[src/rtl/mag_sr_cmd_gen.sv]
// S/R pulse command generator for the magnetron latch: sync, optional debounce, FSM, pulse unit.
// Optional START/STOP debounce is enabled by defining MAG_SR_DEBOUNCE_EN.
module mag_sr_cmd_gen #(
    parameter int DEB_CYCLES = 4,
    parameter int PULSE_W    = 2
) (
    input  logic i_clk,
    input  logic i_rst_n,
    input  logic i_start,
    input  logic i_stop,
    input  logic i_door_closed,
    input  logic i_timer_done,
    output logic o_s,
    output logic o_r,
    output logic o_mag_on,
    output logic o_busy
);
    localparam int CNT_W = $clog2(PULSE_W + 1);

    typedef enum logic [1:0] {ST_IDLE, ST_RUN, ST_HOLD} state_t;

    if (DEB_CYCLES < 1 || PULSE_W < 1) begin : g_param_chk
        $error("DEB_CYCLES and PULSE_W must be >= 1");
    end

    // Bit order: {timer_done, door_closed, stop, start}
    logic [3:0] r_sync1, r_sync2;
    logic [1:0] w_lvl;
    logic [1:0] r_lvl_d;
    logic       w_start_evt, w_stop_evt, w_door, w_timer;

    always_ff @(posedge i_clk) begin
        if (!i_rst_n) begin
            r_sync1 <= '0;
            r_sync2 <= '0;
        end else begin
            r_sync1 <= {i_timer_done, i_door_closed, i_stop, i_start};
            r_sync2 <= r_sync1;
        end
    end

`ifdef MAG_SR_DEBOUNCE_EN
    localparam int DCW = $clog2(DEB_CYCLES + 1);
    logic [1:0][DCW-1:0] r_deb_cnt;
    logic [1:0]          r_acc;

    // Count consecutive samples that differ from the accepted level; any return resets.
    always_ff @(posedge i_clk) begin
        if (!i_rst_n) begin
            r_deb_cnt <= '0;
            r_acc     <= '0;
        end else begin
            for (int i = 0; i < 2; i++) begin
                if (r_sync2[i] == r_acc[i]) begin
                    r_deb_cnt[i] <= '0;
                end else if (r_deb_cnt[i] == DCW'(DEB_CYCLES - 1)) begin
                    r_acc[i]     <= r_sync2[i];
                    r_deb_cnt[i] <= '0;
                end else begin
                    r_deb_cnt[i] <= r_deb_cnt[i] + 1'b1;
                end
            end
        end
    end

    assign w_lvl = r_acc;
`else
    assign w_lvl = r_sync2[1:0];
`endif

    always_ff @(posedge i_clk) begin
        if (!i_rst_n) r_lvl_d <= '0;
        else          r_lvl_d <= w_lvl;
    end

    assign w_start_evt = w_lvl[0] & ~r_lvl_d[0];
    assign w_stop_evt  = w_lvl[1] & ~r_lvl_d[1];
    assign w_door      = r_sync2[2];
    assign w_timer     = r_sync2[3];

    state_t           r_state;
    logic             r_s, r_r, r_mag_on;
    logic [CNT_W-1:0] r_pcnt;

    // FSM and pulse unit share one block so a request loads the counter on the deciding edge.
    always_ff @(posedge i_clk) begin
        if (!i_rst_n) begin
            r_state  <= ST_IDLE;
            r_s      <= 1'b0;
            r_r      <= 1'b1;
            r_pcnt   <= CNT_W'(PULSE_W);
            r_mag_on <= 1'b0;
        end else begin
            if (r_pcnt != '0) begin
                r_pcnt <= r_pcnt - 1'b1;
                if (r_pcnt == CNT_W'(1)) begin
                    r_s <= 1'b0;
                    r_r <= 1'b0;
                end
            end
            case (r_state)
                ST_IDLE: begin
                    if (w_start_evt && !w_stop_evt && w_door && !w_timer && !r_r) begin
                        r_state  <= ST_RUN;
                        r_mag_on <= 1'b1;
                        r_s      <= 1'b1;
                        r_pcnt   <= CNT_W'(PULSE_W);
                    end
                end
                ST_RUN: begin
                    if (w_stop_evt || w_timer || !w_door) begin
                        r_state  <= (w_stop_evt || w_timer) ? ST_IDLE : ST_HOLD;
                        r_mag_on <= 1'b0;
                        r_s      <= 1'b0;
                        r_r      <= 1'b1;
                        r_pcnt   <= CNT_W'(PULSE_W);
                    end
                end
                ST_HOLD: begin
                    if (w_stop_evt || w_timer) begin
                        r_state <= ST_IDLE;
                    end else if (w_start_evt && w_door && !r_r) begin
                        r_state  <= ST_RUN;
                        r_mag_on <= 1'b1;
                        r_s      <= 1'b1;
                        r_pcnt   <= CNT_W'(PULSE_W);
                    end
                end
                default: r_state <= ST_IDLE;
            endcase
        end
    end

    assign o_s      = r_s;
    assign o_r      = r_r;
    assign o_mag_on = r_mag_on;
    assign o_busy   = r_s | r_r;

endmodule

[config.mk]
export PLATFORM = sky130hd
export DESIGN_NAME = mag_sr_cmd_gen
export DESIGN_NICKNAME = d
export VERILOG_FILES = /design/src/rtl/mag_sr_cmd_gen.sv
export SDC_FILE = /design/constraint.sdc
export NUM_CORES = 1
export LEC_CHECK = 0
export ABC_AREA = 1
export CAP_MARGIN = 30
export CORE_UTILIZATION = 39
export DETAILED_ROUTE_END_ITERATION = 6
export MAX_ROUTING_LAYER = met4
export PLACE_DENSITY_LB_ADDON = 0.1
export SETUP_SLACK_MARGIN = 0.4
export SKIP_CTS_REPAIR_TIMING = 1
export SYNTH_ARGS = -nofsm -noshare
export SYNTH_HDL_FRONTEND = slang
export SYNTH_SLANG_ARGS = --single-unit
[constraint.sdc]
create_clock -name i_clk -period 2.35 [get_ports i_clk]
set_input_delay 0.47 -clock i_clk [delete_from_list [all_inputs] [get_ports i_clk]]
set_output_delay 0.47 -clock i_clk [all_outputs]
set_load 0.05 [all_outputs]
==> flow_summary.json <==
{
  "slowest_stage": "dfxtp_1",
  "grt_setup_unrepaired": "false",
  "leakage_nw": 0.4068,
  "seq_area_frac_synth_pct": 56.67,
  "clock_latency_ns": 0.28,
  "ys_types": 14,
  "portBuffers": 9,
  "synth-seq-cells": 17,
  "max_freq_mhz": 594.3,
  "yosys.area.top_type_share_pct": 56.67,
  "hold_violations": 0,
  "antenna_found_initial": 0,
  "status": "finished clean",
  "drive_gt1_share_pct": 11.49,
  "cp_slowest_stage_delay_ns": 0.34,
  "clock_path_buffers": 2,
  "drc": 0,
  "cpLargestDelayFamily": "flip-flops",
  "hold_path.class": "reg -> reg",
  "grt_pass1_vias": 349,
  "synth.top_cells.by_area": "dfxtp_1, inv_1, nand2_1, nand3_1, a21oi_2",
  "cap_violations": 0,
  "hpwl_um": 710.3,
  "reg2reg_slack_ns": 1.34,
  "ant_nets": 0,
  "max-vdd-ir-drop_uv": 358.1,
  "start_util_pct": 43.96,
  "routed_wirelength_um": 932,
  "criticalPathCategory": "reg -> out",
  "cts_tree": "built",
  "setup_viol_count_final": 0,
  "rr_worst_depth": 6,
  "synth_nets": 81,
  "ctsHtreeMaxLevel": 1,
  "clk_pin_slew_ns": 0.10,
  "startpoint_type": "register",
  "coreArea_sq_um": 1366,
  "worstSetupStartpoint": "o_r",
  "ios": 10,
  "finalCriticalPeriod_ns": 1.683,
  "wire_per_inst_um": 9.137,
  "cts_inserted_buffers": 3,
  "dp_cells": 98,
  "worst_pin_slew_ns": 0.5110,
  "syn_area_sq_um": 600.6,
  "finalNonFillerCells": 102,
  "grt_use_total_pct": 13.15,
  "arrival_ns": 1.21,
  "grt_max_degree": 15,
  "via_count": 440,
  "p_total_w": 0.0004945,
  "num_antenna_cells": 0,
  "avgSynthCellArea_sq_um": 8.008,
  "min_to": "r_sync2[2]",
  "fin_nets": 94,
  "relSlewSlack_pct": 65.88,
  "min_from": "r_sync1[2]",
  "timing.rr.end": "r_pcnt[0]",
  "finClkSkew_ns": 0.007316,
  "drt_iter0_markers": 5,
  "worstHoldPathCells": 2,
  "yosys_warnings": 0,
  "cp_data_required_time_ns": 1.88,
  "fin_crit_sh_pct": 71.60,
  "gr-total-overflow": 0,
  "syn2layout_area_growth_pct": 23.33,
  "whs_ns": 0.4188,
  "place_congestion": 0.6348,
  "crit_fanout": 4,
  "cts_sinks": 17,
  "p_per_area_nw_per_um2": 667.6,
  "slew_viol_final": 0,
  "root_buffer": "clkbuf_4",
  "dr.pass1.iters": 3,
  "die_w_um": 41.24,
  "end_kind": "primary output",
  "row_count": 13,
  "grt_pass1_wl_um": 1359,
  "die-area_sq_um": 1701,
  "r2r-start": "o_r",
  "worstPathCellList": "or2_2 -> dlymetal6s2s_1",
  "vias_per_cell": 4.314,
  "die_height_um": 41.24,
  "synth_top_area_cell": "dfxtp_1",
  "synthCells": 75,
  "fin_tns_setup_ns": 0,
  "path_buf_inv": 1
}
[cells by family (layout without fill, tap and decap cells)]
family                 count (synthesis)  after routing  synth area share, %
AOI/OAI and AO/OA                      7              7                7.709
buffers and inverters                 19             31                12.08
DFF                                   17             17                56.67
and+or+nand+nor                       32             32                23.54
[worst min-delay path, cell delays in order (launching register included)]
cell and delay [ns]:
dfxtp_1 0.31, nand2_1 0.04, inv_1 0.04
[routing by layer]
| metal | global-route usage [%] | share of wire, % | up-vias |
|---|---|---|---|
| li1 | - | - | 246 |
| met1 | 15.51 | 53 | 187 |
| met2 | 19.14 | 43 | 5 |
| met3 | 4.891 | 2.8 | 2 |
| met4 | 7.258 | 1.8 | 0 |
| met5 | - | 0 | - |
[cell type report]
class / count / area (sq um)
flip-flops and latches: 17 / 340.3
fillers: 135 / 625.6
repair buffers: 9 / 100.1
well taps: 15 / 18.77
multi-input cells: 39 / 187.7
inverters: 18 / 67.56
clock buffers: 4 / 26.28
[worst max path at each step]
stage | to | slack (ns) | cells after the start
after detailed placement | o_busy | 0.58 | 2
after global placement | o_busy | 0.60 | 2
after global routing | o_busy | 0.62 | 2
after CTS | o_busy | 0.26 | 2
final | o_busy | 0.67 | 2
after floorplan | o_busy | 0.88 | 1
[cells in the mapped netlist, drive strengths merged]
| cell type | count |
|---|---|
| a21oi | 4 |
| buf | 1 |
| dfxtp | 17 |
| inv | 18 |
| nand2 | 18 |
| nand3 | 7 |
| nand4 | 1 |
| nor2 | 5 |
| o21ai | 3 |
| or2 | 1 |
[layout by cell type, fill, tap and decap left out]
cell and n:
a21oi_1 2, a21oi_2 2, clkbuf_1 1, clkbuf_4 3
clkdlybuf4s50_1 5, dfxtp_1 17, dlymetal6s2s_1 4, inv_1 18
nand2_1 16, nand2_2 2, nand3_1 7, nand4_1 1
nor2_1 4, nor2_2 1, o21ai_0 2, o21ai_2 1
or2_2 1
[per-stage QoR]
stage	cell area (sq um)	util, %	setup slack, ns
global placement	704.4	51.56	0.5952
CTS	730.7	53.48	0.2627
floorplan	600.6	-	0.8838
detailed placement	704.4	51.56	0.5776
global route	740.7	54.21	0.6225
finish	740.7	54.21	0.6674
[registers in the layout, summed over array words and instances, names as in the netlist]
signal    flops
r_sync1       4
r_sync2       4
r_lvl_d       2
r_pcnt        2
r_state       2
o_mag_on      1
o_r           1
o_s           1
[report_power, final]
group	internal, W	switching [W]
clock	0.0000658	0.0000844
combinational	0.0000173	0.0000225
sequential	0.000299	0.00000559
(Power assumes the default switching activity.)
